==> src/rtl/ecc_mem_scrubber_if.sv <==
`default_nettype none
// ============================================================================
// ecc_mem_scrubber_if : single-port request/grant memory bus for the scrubber
// Revision 1.0
// ============================================================================
interface ecc_mem_scrubber_if #(
  parameter int ADDR_W = 8,
  parameter int CW_W   = 13
);
  logic              req;
  logic              we;
  logic [ADDR_W-1:0] addr;
  logic [CW_W-1:0]   wdata;
  logic              gnt;
  logic              rvalid;
  logic [CW_W-1:0]   rdata;

  modport master (
    output req, we, addr, wdata,
    input  gnt, rvalid, rdata
  );

  modport slave (
    input  req, we, addr, wdata,
    output gnt, rvalid, rdata
  );
endinterface
`default_nettype wire

==> src/rtl/ecc_mem_scrubber.sv <==
`default_nettype none
// ============================================================================
// ecc_mem_scrubber : background SECDED scrubber, read/check/rewrite each word
// Revision 1.0
// ============================================================================
module ecc_mem_scrubber #(
  parameter int K      = 8,
  parameter int M      = 4,
  parameter int CW_W   = K + M + 1,
  parameter int DEPTH  = 256,
  parameter int ADDR_W = 8,
  parameter int CNT_W  = 16
) (
  input  logic               clk_i,
  input  logic               rst_i,
  input  logic               start_i,
  output logic               busy_o,
  output logic               done_o,
  ecc_mem_scrubber_if.master mem,
  output logic [CW_W-1:0]    dec_cw_o,
  input  logic [K-1:0]       dec_data_i,
  input  logic               dec_sb_err_i,
  input  logic               dec_db_err_i,
  output logic [K-1:0]       enc_data_o,
  input  logic [CW_W-1:0]    enc_cw_i,
  output logic [CNT_W-1:0]   sb_cnt_o,
  output logic [CNT_W-1:0]   db_cnt_o,
  output logic               db_flag_o,
  output logic [ADDR_W-1:0]  db_addr_o
);

  localparam logic [2:0] S_IDLE  = 3'd0;
  localparam logic [2:0] S_RD    = 3'd1;
  localparam logic [2:0] S_RWAIT = 3'd2;
  localparam logic [2:0] S_CHECK = 3'd3;
  localparam logic [2:0] S_WR    = 3'd4;
  localparam logic [2:0] S_ADV   = 3'd5;

  localparam logic [ADDR_W-1:0] LAST_ADDR = ADDR_W'(DEPTH - 1);
  localparam logic [CNT_W-1:0]  CNT_ONE   = CNT_W'(1);
  localparam logic [ADDR_W-1:0] ADDR_ONE  = ADDR_W'(1);

  if (2**M < M + K + 1) begin : g_bad_parity_width
    $error("ecc_mem_scrubber: M too small for K");
  end
  if (DEPTH > 2**ADDR_W) begin : g_bad_addr_width
    $error("ecc_mem_scrubber: DEPTH does not fit in ADDR_W");
  end

  logic [2:0]        state_q,    state_d;
  logic [ADDR_W-1:0] addr_q,     addr_d;
  logic [CW_W-1:0]   dec_cw_q,   dec_cw_d;
  logic [K-1:0]      enc_data_q, enc_data_d;
  logic [CNT_W-1:0]  sb_cnt_q,   sb_cnt_d;
  logic [CNT_W-1:0]  db_cnt_q,   db_cnt_d;
  logic              db_flag_q,  db_flag_d;
  logic [ADDR_W-1:0] db_addr_q,  db_addr_d;
  logic              last_addr;

  assign last_addr = (addr_q == LAST_ADDR);

  // State register and datapath flops
  always_ff @(posedge clk_i) begin
    if (rst_i) begin
      state_q    <= S_IDLE;
      addr_q     <= '0;
      dec_cw_q   <= '0;
      enc_data_q <= '0;
      sb_cnt_q   <= '0;
      db_cnt_q   <= '0;
      db_flag_q  <= 1'b0;
      db_addr_q  <= '0;
    end else begin
      state_q    <= state_d;
      addr_q     <= addr_d;
      dec_cw_q   <= dec_cw_d;
      enc_data_q <= enc_data_d;
      sb_cnt_q   <= sb_cnt_d;
      db_cnt_q   <= db_cnt_d;
      db_flag_q  <= db_flag_d;
      db_addr_q  <= db_addr_d;
    end
  end

  always_comb begin
    state_d = state_q;
    case (state_q)
      S_IDLE:  if (start_i)    state_d = S_RD;
      S_RD:    if (mem.gnt)    state_d = S_RWAIT;
      S_RWAIT: if (mem.rvalid) state_d = S_CHECK;
      S_CHECK: state_d = (!dec_db_err_i && dec_sb_err_i) ? S_WR : S_ADV;
      S_WR:    if (mem.gnt)    state_d = S_ADV;
      S_ADV:   state_d = last_addr ? S_IDLE : S_RD;
      default: state_d = S_IDLE;
    endcase
  end

  // An uncorrectable error wins over sb when the decoder raises both flags
  always_comb begin
    addr_d     = addr_q;
    dec_cw_d   = dec_cw_q;
    enc_data_d = enc_data_q;
    sb_cnt_d   = sb_cnt_q;
    db_cnt_d   = db_cnt_q;
    db_flag_d  = db_flag_q;
    db_addr_d  = db_addr_q;
    case (state_q)
      S_IDLE: begin
        if (start_i) begin
          addr_d    = '0;
          sb_cnt_d  = '0;
          db_cnt_d  = '0;
          db_flag_d = 1'b0;
          db_addr_d = '0;
        end
      end
      S_RWAIT: begin
        if (mem.rvalid) dec_cw_d = mem.rdata;
      end
      S_CHECK: begin
        if (dec_db_err_i) begin
          db_cnt_d = (&db_cnt_q) ? db_cnt_q : db_cnt_q + CNT_ONE;
          if (!db_flag_q) begin
            db_flag_d = 1'b1;
            db_addr_d = addr_q;
          end
        end else if (dec_sb_err_i) begin
          sb_cnt_d   = (&sb_cnt_q) ? sb_cnt_q : sb_cnt_q + CNT_ONE;
          enc_data_d = dec_data_i;
        end
      end
      S_ADV: begin
        if (!last_addr) addr_d = addr_q + ADDR_ONE;
      end
      default: ;
    endcase
  end

  // Write data comes from the encoder fed by the registered enc_data_q,
  // so it stays stable for as long as the write waits for a grant.
  always_comb begin
    busy_o    = 1'b0;
    done_o    = 1'b0;
    mem.req   = 1'b0;
    mem.we    = 1'b0;
    mem.addr  = addr_q;
    mem.wdata = '0;
    case (state_q)
      S_RD: begin
        busy_o  = 1'b1;
        mem.req = 1'b1;
      end
      S_RWAIT, S_CHECK: begin
        busy_o = 1'b1;
      end
      S_WR: begin
        busy_o    = 1'b1;
        mem.req   = 1'b1;
        mem.we    = 1'b1;
        mem.wdata = enc_cw_i;
      end
      S_ADV: begin
        busy_o = !last_addr;
        done_o = last_addr;
      end
      default: ;
    endcase
  end

  assign dec_cw_o   = dec_cw_q;
  assign enc_data_o = enc_data_q;
  assign sb_cnt_o   = sb_cnt_q;
  assign db_cnt_o   = db_cnt_q;
  assign db_flag_o  = db_flag_q;
  assign db_addr_o  = db_addr_q;

endmodule
`default_nettype wire

==> src/flat_wrapper.sv <==
// flat-port wrapper written by rule: the top's interface ports become plain ports
module ecc_mem_scrubber_flat 
#(
  parameter int K      = 8,
  parameter int M      = 4,
  parameter int CW_W   = K + M + 1,
  parameter int DEPTH  = 256,
  parameter int ADDR_W = 8,
  parameter int CNT_W  = 16
)
  (clk_i, rst_i, start_i, busy_o, done_o, dec_cw_o, dec_data_i, dec_sb_err_i, dec_db_err_i, enc_data_o, enc_cw_i, sb_cnt_o, db_cnt_o, db_flag_o, db_addr_o, mem_req, mem_we, mem_addr, mem_wdata, mem_gnt, mem_rvalid, mem_rdata);
  ecc_mem_scrubber_if #(.ADDR_W(ADDR_W), .CW_W(CW_W)) mem_i ();
  input  logic clk_i;
  input  logic rst_i;
  input  logic start_i;
  output logic busy_o;
  output logic done_o;
  output logic [CW_W-1:0] dec_cw_o;
  input  logic [K-1:0] dec_data_i;
  input  logic dec_sb_err_i;
  input  logic dec_db_err_i;
  output logic [K-1:0] enc_data_o;
  input  logic [CW_W-1:0] enc_cw_i;
  output logic [CNT_W-1:0] sb_cnt_o;
  output logic [CNT_W-1:0] db_cnt_o;
  output logic db_flag_o;
  output logic [ADDR_W-1:0] db_addr_o;
  output wire logic [$bits(mem_i.req)-1:0] mem_req;
  output wire logic [$bits(mem_i.we)-1:0] mem_we;
  output wire logic [$bits(mem_i.addr)-1:0] mem_addr;
  output wire logic [$bits(mem_i.wdata)-1:0] mem_wdata;
  input wire logic [$bits(mem_i.gnt)-1:0] mem_gnt;
  input wire logic [$bits(mem_i.rvalid)-1:0] mem_rvalid;
  input wire logic [$bits(mem_i.rdata)-1:0] mem_rdata;
  assign mem_req = mem_i.req;
  assign mem_we = mem_i.we;
  assign mem_addr = mem_i.addr;
  assign mem_wdata = mem_i.wdata;
  assign mem_i.gnt = mem_gnt;
  assign mem_i.rvalid = mem_rvalid;
  assign mem_i.rdata = mem_rdata;
  ecc_mem_scrubber #(.K(K), .M(M), .CW_W(CW_W), .DEPTH(DEPTH), .ADDR_W(ADDR_W), .CNT_W(CNT_W)) u_core (.clk_i(clk_i), .rst_i(rst_i), .start_i(start_i), .busy_o(busy_o), .done_o(done_o), .mem(mem_i), .dec_cw_o(dec_cw_o), .dec_data_i(dec_data_i), .dec_sb_err_i(dec_sb_err_i), .dec_db_err_i(dec_db_err_i), .enc_data_o(enc_data_o), .enc_cw_i(enc_cw_i), .sb_cnt_o(sb_cnt_o), .db_cnt_o(db_cnt_o), .db_flag_o(db_flag_o), .db_addr_o(db_addr_o));
endmodule
==> config.mk <==
export PLATFORM = sky130hd
export DESIGN_NAME = ecc_mem_scrubber_flat
export DESIGN_NICKNAME = d
export VERILOG_FILES = /design/src/rtl/ecc_mem_scrubber_if.sv /design/src/rtl/ecc_mem_scrubber.sv /design/src/flat_wrapper.sv
export SDC_FILE = /design/constraint.sdc
export NUM_CORES = 1
export LEC_CHECK = 0
export CAP_MARGIN = 0
export CORE_AREA = 4 4 94 96
export DETAILED_ROUTE_END_ITERATION = 12
export DIE_AREA = 0 0 98 100
export PLACE_DENSITY_LB_ADDON = 0.15
export REMOVE_ABC_BUFFERS = 1
export SLEW_MARGIN = 20
export SYNTH_ARGS = -nofsm -noshare
export SYNTH_HDL_FRONTEND = slang
export SYNTH_SLANG_ARGS = --single-unit
==> constraint.sdc <==
create_clock -name clk_i -period 2 [get_ports clk_i]
set_input_delay 0.5 -clock clk_i [delete_from_list [all_inputs] [get_ports clk_i]]
set_output_delay 0.5 -clock clk_i [all_outputs]
set_load 0.05 [all_outputs]
==> metrics.yaml, run 1 <==
status:
  outcome: "complete, no violations"
final_layout:
  final_core_util_pct: 70.7
  stdcell_count: 729
  fin_nets: 663
  insertedDiodeCount: 0
  fill_cells: 682
  synthToLayoutAreaGrowth_pct: 61.5
  multiInputGateArea_sq_um: 1970
  drive_gt1_share_pct: 29.5
  stdcell_area_sq_um: 5690
  seqCellArea_sq_um: 1490
global_route:
  grt_use_total_pct: 22.7
  grt_max_degree: 29
  grt_pass1_vias: 3709
  grt.overflow.total: 0
  antenna_found_initial: 0
  grt_pass1_wl_um: 18200
cts:
  cts_htree_levels: 3
  cts_tree: "built"
  cts.sinks: 73
  clk_path_buf_depth: 2
  worstSkewPairLatency_ns: 0.35
  cts-buffers-inserted: 9
  hold_buffers: 0
  clk_pin_slew_ns: 0.09
  cts_root_buf: "clkbuf_8"
placed_design:
  port_buffers: 127
  detailed_place_hpwl_um: 8370
  gp_routability_congestion: 0.903
  place_inst: 689
  postPlaceCellArea_sq_um: 5240
timing:
  hold_viol: 0
  setup_viol: 0
  rsz0062_at_grt: "true"
  timing.fmax_ghz: 0.501
  worst_slew_pin_slew_ns: 0.522
  tns_ns: 0
  skew_ns: 0.0124
  period_share_pct: 99.8
  slew_violations: 0
  relSlewSlack_pct: 65.0
  period_minus_slack_ns: 2.00
critical_path:
  critical_path.slowest_cell: "dfxtp_4"
  path_delay_family: "flip-flops"
  worstPathRequired_ns: 1.50
  critPathCaptureType: "output pin"
  crit_chain: "buf_6, nand3b_1, a41o_1, nand2_2, buf_12"
  crit_arrival_ns: 1.50
  critPathKind: "reg -> out"
  cp.buffers_inverters: 2
  cp_slowest_stage_delay_ns: 0.39
  start_kind: "register"
  crit_path_max_fanout: 5
routing:
  routed_via_density: 5.48
  routed_wirelength_um: 11500
  antenna_left: 0
  drc: 0
  num_vias: 3997
  wire_per_inst_um: 15.7
  firstDrtPassIters: 4
  drtIter0Drc: 219
die:
  fp.dieH_um: 100
  dieArea_sq_um: 9800
  initial_core_util_pct: 43.8
  io_pins: 128
  die_x_um: 98
  core_area_sq_um: 8050
  fp-row-count: 33
synth:
  netlist.area_leader.share_pct: 41.4
  ys_warn_count: 0
  synth_cell_types: 58
  avgSynthCellArea_sq_um: 8.18
  synthTopCellsByArea: "dfxtp_1 (41%), nand2_1 (8.4%), a21oi_1 (5.5%)"
  seq_area_frac_synth_pct: 41.4
  synth_edf_count: 0
  syn_area_sq_um: 3530
  ys_ff_latch: 73
  ys.flop_type: "dfxtp_1"
  yosysTopAreaCell: "dfxtp_1"
  synthCells: 431
  ys_async_sr_fraction_pct: 0
pwr:
  vdd_drop_max_uv: 349
  p_per_area_nw_per_um2: 567
  p_leak_nw: 2.38
flow_run:
  cap_violations: 0
worst_hold_path:
  hold_class: "reg -> reg"
[layout make-up]
class	count	area share, %
clock buffers	10	2.42
clock inverters	6	0.879
inverters	2	0.132
multi-input cells	331	34.6
flip-flops and latches	73	26.1
well taps	105	2.31
repair buffers	202	33.5
[cell usage after synthesis, types with 2 or more instances]
| cell | instances |
|---|---|
| nor2_1 | 36 |
| nor4_1 | 2 |
| and2_1 | 3 |
| inv_1 | 2 |
| a221oi_1 | 2 |
| nand4_1 | 7 |
| buf_6 | 2 |
| and3_1 | 17 |
| dfxtp_1 | 73 |
| nand3_2 | 2 |
| xor2_1 | 6 |
| nand2_1 | 79 |
| o21ai_0 | 8 |
| a41oi_1 | 5 |
| a31oi_1 | 13 |
| xnor2_1 | 2 |
| and4_1 | 3 |
| a311oi_1 | 14 |
| a22o_1 | 7 |
| nand2b_1 | 6 |
| or3_1 | 2 |
| o21ai_1 | 3 |
| nor3b_1 | 2 |
| o211ai_1 | 3 |
| nand3_1 | 20 |
| a21boi_0 | 2 |
| nor4_4 | 2 |
| nand3b_1 | 4 |
| nor3_1 | 12 |
| ha_1 | 3 |
| nor2b_1 | 3 |
| clkbuf_1 | 14 |
| buf_2 | 7 |
| a21oi_2 | 2 |
| a211oi_1 | 2 |
| a21oi_1 | 39 |
[sequential cells by signal (all words and copies together), names as in the netlist]
name               count
u_core.db_flag_o       1
u_core.enc_data_o      8
u_core.db_cnt_o       16
u_core.sb_cnt_o       16
u_core.state_q         3
u_core.db_addr_o       8
u_core.mem.addr        8
u_core.dec_cw_o       13
[cell usage in the layout, fill, tap and decap left out, types with 3 or more instances in the layout]
| master | synthesis | layout |
|---|---|---|
| nand3b_1 | 4 | 4 |
| clkbuf_8 | 0 | 10 |
| dfxtp_2 | 0 | 3 |
| nor2b_1 | 3 | 3 |
| clkdlybuf4s50_1 | 0 | 38 |
| nand4_1 | 7 | 7 |
| a21oi_1 | 39 | 39 |
| o21ai_1 | 3 | 3 |
| dfxtp_4 | 0 | 6 |
| a311oi_1 | 14 | 14 |
| nand2_2 | 1 | 3 |
| nand3_1 | 20 | 20 |
| dlygate4sd2_1 | 0 | 24 |
| a31oi_1 | 13 | 13 |
| dfxtp_1 | 73 | 64 |
| and2_1 | 3 | 3 |
| a22o_1 | 7 | 7 |
| buf_4 | 1 | 115 |
| and3_1 | 17 | 17 |
| a41oi_1 | 5 | 5 |
| buf_12 | 0 | 17 |
| buf_6 | 2 | 3 |
| o211ai_1 | 3 | 3 |
| nand2b_1 | 6 | 6 |
| nand2_1 | 79 | 77 |
| nor3_1 | 12 | 11 |
| xor2_1 | 6 | 6 |
| o21ai_0 | 8 | 8 |
| nor2_1 | 36 | 35 |
[per-layer routing]
layer / GRT usage (%) / vias to the layer above / wire (um)
met5: 0 / - / 0
met4: 7.03 / 0 / 205
met3: 5.14 / 17 / 687
met2: 39.7 / 132 / 5530
met1: 27.7 / 1887 / 5030
li1: - / 1961 / -
[tightest hold or removal path: stages (launching register included)]
cell     delay [ns]
dfxtp_1        0.32
nand2_1        0.05
a21oi_1        0.05
[final timing paths]
kind	start	endpoint	slack (ns)	cells past startpoint
worst max-delay path	u_core.state_q[0]	busy_o	0.003	5
worst min-delay path	u_core.enc_data_o[3]	u_core.enc_data_o[3]	0.46	2
worst max register to register	u_core.state_q[2]	u_core.sb_cnt_o[11]	0.10	6
worst min register to register	u_core.enc_data_o[3]	u_core.enc_data_o[3]	0.46	2
[cell families (layout without fill, tap and decap cells)]
group	after synthesis	after routing	share of synthesized area [%]
AOI/OAI and AO/OA	111	111	21.7
xor gates and xnor gates	8	8	1.99
adders and majority gates	3	3	1.06
buffers and inverters	27	220	3.69
DFF	73	73	41.4
muxes	1	1	0.284
and+or+nand+nor	208	208	29.8
[power by group]
group          total [mW]  switching (mW)  internal, mW  leakage, nW
Combinational       0.636           0.336         0.300         1.69
Clock                1.11           0.609         0.497       0.0895
Sequential           1.48          0.0197          1.47        0.594
Total                3.23           0.964          2.26         2.38
[timing repair]
item                                    4_1_cts  5_1_grt
buffers inserted                              2       21
pin swaps                                     4        4
endpoints found under the setup margin       39       28
gates cloned                                  0        1
gates resized for setup                      44       13
[per-stage QoR]
stage	setup WS [ns]	hold WS, ns	power (mW)
final	0.00331	0.457	3.23
after global routing	-0.0625	0.477	3.34
after CTS	-0.0264	0.456	3.21
after detailed placement	-0.319	0.446	2.11
after global placement	-0.292	0.443	2.10
after floorplan	-0.739	0.562	1.79
No activity file was read; power rests on OpenSTA's default activity.
==> run 2, diff against run 1 <==
PLACE_DENSITY = 0.79   (was not set)
PLACE_DENSITY_LB_ADDON = not set   (was 0.15)
==> run 2 against run 1 <==
Combinational power fell by 2%. Global-route usage is 0.82 points lower. Critical endpoint unchanged. Sequential share of layout area up 0.56 points.
==> metrics.yaml, run 2 (synthesized netlist as in run 1, its figures left out) <==
routing:
  num_vias: 3962  # -0.88%
  drtIter0Drc: 163  # -26%
  routed_via_density: 5.59  # +1.9%
  wire_per_inst_um: 15.8  # +0.59%
  routed_wirelength_um: 11200  # -2.2%
  drc: 0  # unchanged
  firstDrtPassIters: 4  # unchanged
  antenna_left: 0  # unchanged
final_layout:
  drive_gt1_share_pct: 28.0  # -1.5 points
  synthToLayoutAreaGrowth_pct: 56.8
  insertedDiodeCount: 0  # unchanged
  layout_common_cells: "buf_4 (99), nand2_1 (77), dfxtp_1 (66), a21oi_1 (39), clkdlybuf4s50_1 (39)"
  final_core_util_pct: 68.7  # -2.1 points
  stdcell_area_sq_um: 5530  # -2.9%
  final_common_cell: "buf_4"
  fin_nets: 643  # -3.0%
timing:
  timing.final.ws_setup_ns: 0.00294  # -0.000374 ns
  relSlewSlack_pct: 62.1  # -2.9 points
  period_minus_slack_ns: 2.00  # +0.000374 ns
  slew_violations: 0  # unchanged
  rsz0062_at_grt: "true"
  timing.fmax_ghz: 0.501  # about the same
  hold_viol: 0  # unchanged
  period_share_pct: 99.9  # about the same
  worst_slew_pin_slew_ns: 0.561  # +0.0385 ns
  whs_ns: 0.455  # -0.00227 ns
  setup_viol: 0  # unchanged
  skew_ns: 0.00848  # -0.00391 ns
critical_path:
  path_delay_family: "flip-flops"
  crit_path_max_fanout: 8  # +3
  critical_path.slowest_cell: "dfxtp_4"
  start_kind: "register"
  cp_slowest_stage_delay_ns: 0.37  # -0.02 ns
  cp.buffers_inverters: 2  # unchanged
  crit_arrival_ns: 1.50  # about the same
  critPathCaptureType: "output pin"
  crit_chain: "buf_6, nand3b_1, a41o_1, nand2_2, buf_12"
  critPathKind: "reg -> out"
  ff2ff_setup_slack_ns: 0.10  # about the same
  worstPathRequired_ns: 1.50  # about the same
global_route:
  grt_max_degree: 38  # +31%
  antenna_found_initial: 0  # unchanged
  grt.overflow.total: 0  # unchanged
  grt_pass1_wl_um: 17800  # -2.3%
  grt_pass1_vias: 3686  # -0.62%
  grt_use_total_pct: 21.9  # -0.82 points
placed_design:
  gp_routability_congestion: 0.896  # -0.78%
  detailed_place_hpwl_um: 8290  # -0.93%
  port_buffers: 127  # unchanged
  postPlaceCellArea_sq_um: 5210  # -0.67%
  place_ws_ns: -0.372  # -0.0535 ns
cts:
  cts_htree_levels: 3  # unchanged
  cts_tree: "built"
  cts.sinks: 73  # unchanged
  cts_root_buf: "clkbuf_8"
  clk_pin_slew_ns: 0.09  # about the same
  worstSkewPairLatency_ns: 0.36  # about the same
  clk_path_buf_depth: 2  # unchanged
  cts-buffers-inserted: 9  # unchanged
status:
  outcome: "complete, no violations"
pwr:
  p_leak_nw: 2.26  # -5.1%
  finalPower_mw: 3.35  # +3.8%
  p_per_area_nw_per_um2: 606  # +6.9%
  vdd_drop_max_uv: 359  # +2.8%
worst_hold_path:
  hold_class: "reg -> reg"
die:
  core_area_sq_um: 8050  # unchanged
  dieArea_sq_um: 9800  # unchanged
  io_pins: 128  # unchanged
  initial_core_util_pct: 43.8  # unchanged
  die_x_um: 98  # unchanged
  fp-row-count: 33  # unchanged
  fp.dieH_um: 100  # unchanged
flow_run:
  cap_violations: 0  # unchanged
==> run 2: changes by cell type in the layout (fill, tap and decap cells not counted), moves of 2 or more <==
cell           before  now
dlygate4sd2_1      24   22
clkinv_4            2    0
nor3_1             11    9
inv_8               0    2
dfxtp_1            64   66
clkbuf_16           2    0
dfxtp_4             6    2
buf_4             115   99
dfxtp_2             3    5
nor3_2              1    3
==> run 2: worst paths after layout <==
check	start	cells after the start	endpoint
worst max-delay path	u_core.state_q[2]	5	busy_o
worst min-delay path	u_core.enc_data_o[1]	2	u_core.enc_data_o[1]
worst max register to register	u_core.sb_cnt_o[7]	5	u_core.sb_cnt_o[7]
worst min register to register	u_core.enc_data_o[1]	2	u_core.enc_data_o[1]
==> run 2: what timing repair did <==
item	CTS	global route
endpoints found under the setup margin	38	25
cloned	0	0
pin swaps	1	2
gates resized for setup	40	9
setup buffers	7	1
hold buffers	0	0
==> run 2: cell type report <==
cell class / instances / area (sq um)
Clock buffer: 9 / 124
Clock inverter: 7 / 85.1
Tap cell: 105 / 131
Sequential cell: 73 / 1480
Multi-Input combinational cell: 331 / 1990
Fill cell: 664 / 2520
Inverter: 2 / 7.51
Timing Repair Buffer: 182 / 1720
==> run 2: stage by stage <==
stage                     instances  setup TNS (ns)
after floorplan                 406           -7.47
after global placement          685           -6.08
after detailed placement        685           -7.61
after CTS                       708         -0.0133
after global routing            709          -0.116
final                           709               0
==> run 2: power by group <==
part           total, mW  internal (mW)  switching [mW]  leakage (nW)
sequential          1.49           1.47          0.0213         0.592
combinational      0.622          0.293           0.330          1.56
clock               1.23          0.602           0.632         0.100
total               3.35           2.37           0.983          2.26
==> run 2: per-layer routing <==
layer | up-vias | track usage [%] | part of all wire (%)
met5 | - | 0 | 0
met4 | 0 | 6.39 | 1.4
met3 | 17 | 3.96 | 6.2
met2 | 154 | 39.4 | 52
met1 | 1877 | 26.6 | 41
li1 | 1914 | - | -
==> run 2: tightest hold or removal path: stages, from the launching register on <==
cell and delay [ns]:
dfxtp_1 0.31, nand2_1 0.05, a21oi_1 0.05
